===== src/rtl/sha256_block_sequencer.sv =====
// sha256_block_sequencer: iterative SHA-256 compression controller.
// Accepts padded 512-bit blocks, runs 64 rounds at UNROLL rounds per clock,
// chains H across the blocks of a message and presents the final digest.
// Optional feature macro: SHA256_ABORT_EN (adds the abort input).
module sha256_block_sequencer #(
  parameter int UNROLL = 1
) (
  input  logic         clk,
  input  logic         rst_n,
  input  logic         blk_valid,
  output logic         blk_ready,
  input  logic [511:0] blk_data,
  input  logic         blk_last,
  output logic         dig_valid,
  input  logic         dig_ready,
  output logic [255:0] digest,
`ifdef SHA256_ABORT_EN
  input  logic         abort,
`endif
  output logic         busy
);

  if (UNROLL != 1 && UNROLL != 2 && UNROLL != 4) begin : g_bad_unroll
    $error("sha256_block_sequencer: UNROLL must be 1, 2 or 4");
  end

  localparam logic [255:0] IV = 256'h6a09e667_bb67ae85_3c6ef372_a54ff53a_510e527f_9b05688c_1f83d9ab_5be0cd19;

  localparam logic [31:0] K [64] = '{
    32'h428a2f98, 32'h71374491, 32'hb5c0fbcf, 32'he9b5dba5, 32'h3956c25b, 32'h59f111f1, 32'h923f82a4, 32'hab1c5ed5,
    32'hd807aa98, 32'h12835b01, 32'h243185be, 32'h550c7dc3, 32'h72be5d74, 32'h80deb1fe, 32'h9bdc06a7, 32'hc19bf174,
    32'he49b69c1, 32'hefbe4786, 32'h0fc19dc6, 32'h240ca1cc, 32'h2de92c6f, 32'h4a7484aa, 32'h5cb0a9dc, 32'h76f988da,
    32'h983e5152, 32'ha831c66d, 32'hb00327c8, 32'hbf597fc7, 32'hc6e00bf3, 32'hd5a79147, 32'h06ca6351, 32'h14292967,
    32'h27b70a85, 32'h2e1b2138, 32'h4d2c6dfc, 32'h53380d13, 32'h650a7354, 32'h766a0abb, 32'h81c2c92e, 32'h92722c85,
    32'ha2bfe8a1, 32'ha81a664b, 32'hc24b8b70, 32'hc76c51a3, 32'hd192e819, 32'hd6990624, 32'hf40e3585, 32'h106aa070,
    32'h19a4c116, 32'h1e376c08, 32'h2748774c, 32'h34b0bcb5, 32'h391c0cb3, 32'h4ed8aa4a, 32'h5b9cca4f, 32'h682e6ff3,
    32'h748f82ee, 32'h78a5636f, 32'h84c87814, 32'h8cc70208, 32'h90befffa, 32'ha4506ceb, 32'hbef9a3f7, 32'hc67178f2
  };

  function automatic logic [31:0] rotr(input logic [31:0] x, input int n);
    return (x >> n) | (x << (32 - n));
  endfunction

  function automatic logic [31:0] bsig0(input logic [31:0] x);
    return rotr(x, 2) ^ rotr(x, 13) ^ rotr(x, 22);
  endfunction

  function automatic logic [31:0] bsig1(input logic [31:0] x);
    return rotr(x, 6) ^ rotr(x, 11) ^ rotr(x, 25);
  endfunction

  function automatic logic [31:0] ssig0(input logic [31:0] x);
    return rotr(x, 7) ^ rotr(x, 18) ^ (x >> 3);
  endfunction

  function automatic logic [31:0] ssig1(input logic [31:0] x);
    return rotr(x, 17) ^ rotr(x, 19) ^ (x >> 10);
  endfunction

  typedef enum logic [1:0] {IDLE, ROUND, UPDATE, DONE} state_t;

  state_t         state_reg, state_next;
  logic [255:0]   h_reg;      // chained hash H0..H7, H0 in the top word
  logic [255:0]   wv_reg;     // working registers a..h, a in the top word
  logic [511:0]   win_reg;    // schedule window, top word is W_t of the current round
  logic [5:0]     t_reg;
  logic           last_reg;
  logic           abort_hit;
  logic [255:0]   h_sum;

  logic [255:0]   wv_chain  [UNROLL+1];
  logic [511:0]   win_chain [UNROLL+1];

`ifdef SHA256_ABORT_EN
  assign abort_hit = abort;
`else
  assign abort_hit = 1'b0;
`endif

  assign wv_chain[0]  = wv_reg;
  assign win_chain[0] = win_reg;

  // One combinational round per stage. The window always presents W_t in its
  // top word and appends W_t+16, so the t<16 and t>=16 cases share one path.
  genvar gi;
  for (gi = 0; gi < UNROLL; gi++) begin : g_round
    logic [31:0] a, b, c, d, e, f, g, h;
    logic [31:0] w_t, w_new, k_t, t1, t2;
    assign {a, b, c, d, e, f, g, h} = wv_chain[gi];
    assign w_t   = win_chain[gi][511:480];
    assign w_new = ssig1(win_chain[gi][63:32]) + win_chain[gi][223:192]
                 + ssig0(win_chain[gi][479:448]) + w_t;
    assign k_t   = K[t_reg + 6'(gi)];
    assign t1    = h + bsig1(e) + ((e & f) ^ (~e & g)) + k_t + w_t;
    assign t2    = bsig0(a) + ((a & b) ^ (a & c) ^ (b & c));
    assign wv_chain[gi+1]  = {t1 + t2, a, b, c, d + t1, e, f, g};
    assign win_chain[gi+1] = {win_chain[gi][479:0], w_new};
  end

  for (gi = 0; gi < 8; gi++) begin : g_hsum
    assign h_sum[gi*32 +: 32] = h_reg[gi*32 +: 32] + wv_reg[gi*32 +: 32];
  end

  assign digest = h_reg;

  // State register.
  always_ff @(posedge clk or negedge rst_n) begin
    if (!rst_n) state_reg <= IDLE;
    else        state_reg <= state_next;
  end

  // Next-state decode and registered-state output decode.
  always_comb begin
    state_next = state_reg;
    blk_ready  = (state_reg == IDLE) && !abort_hit;
    dig_valid  = (state_reg == DONE);
    busy       = (state_reg != IDLE);
    case (state_reg)
      IDLE:    if (blk_valid) state_next = ROUND;
      ROUND:   if (t_reg == 6'(64 - UNROLL)) state_next = UPDATE;
      UPDATE:  state_next = last_reg ? DONE : IDLE;
      DONE:    if (dig_ready) state_next = IDLE;
      default: state_next = IDLE;
    endcase
    if (abort_hit) state_next = IDLE;
  end

  // Datapath: block load, round iteration, H chaining and IV reload.
  always_ff @(posedge clk or negedge rst_n) begin
    if (!rst_n) begin
      h_reg    <= IV;
      wv_reg   <= '0;
      win_reg  <= '0;
      t_reg    <= '0;
      last_reg <= 1'b0;
    end else if (abort_hit) begin
      h_reg    <= IV;
      t_reg    <= '0;
      last_reg <= 1'b0;
    end else begin
      case (state_reg)
        IDLE: if (blk_valid) begin
          wv_reg   <= h_reg;
          win_reg  <= blk_data;
          last_reg <= blk_last;
          t_reg    <= '0;
        end
        ROUND: begin
          wv_reg  <= wv_chain[UNROLL];
          win_reg <= win_chain[UNROLL];
          t_reg   <= t_reg + 6'(UNROLL);
        end
        UPDATE: h_reg <= h_sum;
        DONE:   if (dig_ready) h_reg <= IV;
        default: ;
      endcase
    end
  end

endmodule


===== config.mk =====
export PLATFORM = sky130hd
export DESIGN_NAME = sha256_block_sequencer
export DESIGN_NICKNAME = d
export VERILOG_FILES = /design/src/rtl/sha256_block_sequencer.sv
export SDC_FILE = /design/constraint.sdc
export NUM_CORES = 2
export LEC_CHECK = 0
export CORE_ASPECT_RATIO = 1.75
export CORE_MARGIN = 5
export CORE_UTILIZATION = 58
export CTS_BUF_LIST = sky130_fd_sc_hd__clkbuf_4 sky130_fd_sc_hd__clkbuf_8 sky130_fd_sc_hd__clkbuf_16
export DETAILED_ROUTE_END_ITERATION = 10
export PLACE_DENSITY = 0.79
export RECOVER_POWER = 100
export SYNTH_ARGS = -nofsm -noshare
export SYNTH_HDL_FRONTEND = slang
export SYNTH_SLANG_ARGS = --single-unit

===== constraint.sdc =====
create_clock -name clk -period 10.1 [get_ports clk]
set_input_delay 2.02 -clock clk [delete_from_list [all_inputs] [get_ports clk]]
set_output_delay 2.02 -clock clk [all_outputs]
set_load 0.03 [all_outputs]

Yosys cells after proc, flatten, opt, wreduce, memory -nomap -nowiden. Memories as Yosys holds them, arrays and structs flattened. Index checks and enable logic that the tools add are counted.

Input port bits: 517. Register bits: 1033. Memory bits (read-only): 2048. Logic and storage cells: 85. Memories kept: 1.

Memories: (name not given) (words 64, bits a word 32, rd ports 1, clocked after Yosys merged registers in 0, write ports 0, line 93) `assign k_t = K[t_reg + 6'(gi)];`.

Multiplexer cells: 15. Equal/unequal tests: 7. Magnitude comparators: 1. Reduce and logical (&&, ||, !) cells: 8. Bitwise gates (word level): 28. Add/sub/neg operators: 19.

Operators by type and width (number): $pmux W256 S2 (2); $pmux W512 S2 (1); $add A32 B32 Y32 (18); $mux W256 (2); $mux W512 (1); $xor A32 B32 Y32 (9); $and A32 B32 Y32 (5); $mux W32 (2); $not A32 Y32 (1); $or A10 B32 Y32 (1); $or A13 B32 Y32 (1); $or A14 B32 Y32 (1); $or A15 B32 Y32 (1); $or A19 B32 Y32 (1); $or A21 B32 Y32 (1); $or A25 B32 Y32 (1); $or A26 B32 Y32 (1); $or A30 B32 Y32 (1); $or A7 B32 Y32 (1); $xor A32 B22 Y32 (1); $xor A32 B29 Y32 (1); $pmux W6 S2 (1); $mux W2 (4); $pmux W2 S4 (1); 13 further kinds (19).

Logic depth before layout (Yosys ltp).
Depth in word-level cells: 9. Mapped depth: 42. Gate-level depth less buffers: 39.

Least setup slack after synthesis. No wires, ideal clock.

Kind: reg2reg. Start point: register t_reg[0]. End point: register wv_reg[250]. Buffers on the path: 2. Required time: 9.980 ns. Period minus slack after synthesis: 8.387 ns. Arrival: 8.267 ns. Cell stages (with the launch flop): 39. Path slack: 1.713 ns. Cell sequence: dfrtp_1 inv_1 clkbuf_1 ha_1 clkbuf_1 nor2_1 nor3_1 or2_2 mux4_2 fa_1 inv_1 fa_1 fa_1 inv_1 ha_1 inv_1 fa_1 nor2b_1 (+3 left out) a21oi_1 nor2b_1 o21ai_0 nand2b_1 xor2_1 inv_1 fa_1 inv_1 ha_1 a21o_1 a21oi_1 o21ai_0 a211oi_1 o31ai_1 a21oi_1 o21bai_1 a211o_1 a31o_2.

Longest elaborated chain between the ends: 8.

RTL lines: start, declared (line 66) `logic [5:0] t_reg;`; start signal, assigned (line 151) `t_reg <= t_reg + 6'(UNROLL);`; $not A6 Y7 (implied by the code) (line 93); $mem_v2 Z64 W32; $mux W32 (implied by the code) (2 in a row) (line 93); $add A32 B32 Y32 (2 in a row) (line 94) `assign t1 = h + bsig1(e) + ((e & f) ^ (~e & g)) + k_t + w_t;`; $add A32 B32 Y32 (line 96) `assign wv_chain[gi+1] = {t1 + t2, a, b, c, d + t1, e, f, g};`; $pmux W256 S2 (line 141) `case (state_reg)`; end signal, assigned (line 143) `wv_reg <= h_reg;`; end signal, assigned (line 149) `wv_reg <= wv_chain[UNROLL];`; end, declared (line 64) `logic [255:0] wv_reg;`.

No other way between the ends. The select of a mux whose other input is x is not followed. A chain may end at the register's enable or synchronous reset.

Final worst setup path.
Start point: input port dig_ready. End point: register h_reg[159] (netlist: digest[159]).

Longest elaborated chain between the ends: 2.

RTL lines: start, declared (line 15) `input logic dig_ready,`; $ne A2 B1 Y1 (no source line); $reduce_and A2 Y1 (no source line); end signal, assigned (line 153) `UPDATE: h_reg <= h_sum;`; end, declared (line 63) `logic [255:0] h_reg;`.

No other way between the ends.

==> impl_metrics.json <==
{
  "clock_sinks": 1033,
  "finalSetupViolations": 0,
  "clock-skew-final_ps": 63.6,
  "worstHoldStart": "last_reg$_DFFE_PN0P_",
  "type_of_the_tightest_min_delay_check": "reg -> reg",
  "design.core.area_mm2": 0.123,
  "grt_antenna_before_repair": 33,
  "met2_length_um": 138000,
  "multiInputGateArea_mm2": 0.0419,
  "top_level_ports": 776,
  "cts_tree": "done",
  "yosys_top_cell_by_area": "dfrtp_1",
  "worstSkewPairLatency_ps": 760,
  "regArea_mm2": 0.0260,
  "routed-via-count": 70800,
  "drt-total-wl_um": 303000,
  "rsz0062_at_grt": "false",
  "number_of_buffers_on_the_longest_clock_path": 3,
  "postSynthRegisterBits": 1033,
  "tritoncts.num_buffers": 99,
  "grt_remaining_overflow": 0,
  "post_route_cells_drive_above_1_share_pct": 6.27,
  "std_cell_rows": 170,
  "sum_of_negative_setup_slack_ps": 0,
  "netlist_top_cells_area": "dfrtp_1, nand2_1, ha_1",
  "startpoint_type": "input pin",
  "post_cts_setup_buffers": 0,
  "grt_start_max_net_pins": 258,
  "post_cts_resized": 0,
  "worstPathRequired_ps": 10710,
  "synth_sequential_area_ratio_pct": 36.3,
  "routed.top_layer": "met5",
  "place_hpwl_um": 228000,
  "number_of_global_route_vias_before_repair": 68800,
  "failed_checks": "DRC, capacitance limit, slew limit",
  "grt_usage_pct": 45.1,
  "drc": 2,
  "cts_max_level": 3,
  "drt-wirelength-per-cell_um": 27.6,
  "cts_hold_buf": 0,
  "detail_route.wirelength.met1_um": 96500,
  "outcome": "complete, but fails checks",
  "largest_register_ffs": 512,
  "nets": 10300,
  "detailroute.wirelength.met3_um": 28400,
  "drv.max_cap_violation_count": 12,
  "global_route_wire_length_before_repair_um": 439000,
  "crit_path_end_kind": "flop",
  "timing.critical_path.fanout_max": 109,
  "crit_arrival_ps": 9830,
  "worst_slew_margin_rel_pct": -428,
  "area_growth_pct": 18.2,
  "hold_violations": 0,
  "yosysUniqueCellTypes": 84,
  "port_buffers": 775,
  "worst-setup-path-type": "in -> reg",
  "synth.cell_area_mm2": 0.0717,
  "synthesis.yosys.warnings": 0,
  "number_of_iterations_in_the_first_detailed_routing_pass": 11,
  "async_flop_share_pct": 100,
  "die-area_mm2": 0.131,
  "edff_count_synth": 0,
  "filler_cell_count": 9745,
  "effective_utilization_at_floorplan_pct": 58.4,
  "post_synth_inst_count": 8747,
  "most_common_flop_cell_mapped_by_yosys": "dfrtp_1",
  "final_min_period_over_clock_period_pct": 91.3,
  "finalWeightedCongestion": 1.04,
  "clk_transition_reported_paths_ps": 70,
  "syn-num-nets": 9849,
  "dpl-instance-area_mm2": 0.0812,
  "post-route-min-period_ps": 9220,
  "drt_iter0_markers": 7987,
  "critPathLaunch": "dig_ready",
  "die_height_um": 475,
  "synthesis.area_per_instance_um2": 8.19,
  "die_x_um": 276,
  "tightestPinTransition_ps": 7920,
  "drt-vias-per-instance": 6.44,
  "worstReg2RegStart": "t_reg[1]$_DFFE_PN0P_",
  "final_design_instance_area_without_fill_mm2": 0.0847,
  "postRouteAntennaNets": 0,
  "fmax_mhz": 108,
  "clock-root-buffer": "clkbuf_16",
  "proportion_of_netlist_area_held_by_the_largest_area_contributor_pct": 31.3,
  "final_max_slew_viol_count": 1130
}
-- cell usage after synthesis, types with 15 or more instances --
cell,count
a21oi_1,502
inv_1,423
mux2i_1,37
nand4_1,24
o31ai_1,26
nor2b_1,44
or3_1,29
a21o_1,217
o211ai_1,33
nand2b_1,62
o21bai_1,57
o21ai_1,32
o21a_1,53
and2_1,15
o2111ai_1,15
dfstp_2,136
a311oi_1,17
xnor2_1,316
o21ai_0,349
dfrtp_1,897
nand3_1,69
nor3_1,74
a211oi_1,42
a22o_1,15
fa_1,195
ha_1,390
nand2_1,1715
and3_1,44
o22ai_1,69
nor2_1,1033
buf_1,35
a31oi_1,725
clkbuf_1,554
xor2_1,249
-- routing by layer --
metal / track usage, % / vias to the layer above
met2: 71.3 / 4354
li1: - / 30900
met4: 45.3 / 18
met3: 10.5 / 1439
met5: 0 / -
met1: 48.1 / 34000
-- area by class of cell --
class / instances / area share (%)
sequential: 1033 / 30.7
multi-input combinational: 6700 / 49.4
antenna: 22 / 0.0650
clock buffer: 144 / 3.49
tap: 1634 / 2.41
inverter: 424 / 1.88
timing repair buffer: 986 / 11.2
clock inverter: 40 / 0.820
-- path summary, 6_finish.rpt --
| path | slack (ps) | end | depth (start not counted) |
|---|---|---|---|
| hold / removal | 500 | last_reg$_DFFE_PN0P_ | 2 |
| hold reg to reg | 500 | last_reg$_DFFE_PN0P_ | 2 |
| min in group asynchronous | 3820 | win_reg[164]$_DFFE_PN0P_ | 1 |
| max in group asynchronous | 1640 | digest[137]$_DFFE_PN0P_ | 3 |
| setup / recovery | 880 | digest[159]$_DFFE_PN1P_ | 8 |
| setup reg to reg | 960 | wv_reg[255]$_DFFE_PN0P_ | 40 |
-- cells in the final DEF, fill, tap and decap left out, types with 24 or more instances in the layout --
cell             netlist  final
o211ai_1              33     33
clkdlybuf4s50_1        0    513
o21bai_1              57     57
clkbuf_4               0     32
mux2i_1               37     37
ha_1                 390    390
xnor2_1              316    316
and3_1                44     44
nor2b_1               44     43
buf_4                  1    163
o31ai_1               26     26
dlygate4sd3_1          0    261
fa_1                 195    195
dfstp_2              136    136
nand2_1             1715   1715
nand2b_1              62     60
a21o_1               217    217
clkbuf_16              0     99
nor2_1              1033   1033
nor3_1                74     74
nand3_1               69     69
o21a_1                53     53
nand4_1               24     24
inv_1                423    423
dfrtp_1              897    894
a21oi_1              502    502
o21ai_0              349    364
o22ai_1               69     69
or3_1                 29     29
a31oi_1              725    725
a211oi_1              42     42
xor2_1               249    249
-- worst max-delay path: stages --
cell	delay [ps]
dlygate4sd3_1	710
nand2b_1	230
nand2_1	730
clkbuf_1	4720
nor3_1	330
or4_1	710
mux2i_1	150
a211oi_1	90
-- logic make-up after synthesis --
family          synth area share (%)
compound gates                  20.4
fa+ha+maj                       12.3
buf+inv                         5.32
xor+xnor                        6.94
flops                           36.3
simple gates                    17.9
mux                            0.925
-- metrics by stage --
| step | cells | setup slack [ps] | util [%] | hold WS, ps |
|---|---|---|---|---|
| floorplan | 8747 | 1710 | - | 447 |
| global route | 11000 | 451 | 69.0 | 514 |
| finish | 11000 | 882 | 69.0 | 497 |
| CTS | 11000 | 1180 | 69.1 | 503 |
| global placement | 10800 | 1320 | 66.1 | 471 |
| detailed placement | 10800 | 1270 | 66.1 | 484 |
Power is left out: the tool's default activity adds up to more than one toggle a clock period on the data nets, which glitch-free logic cannot reach.
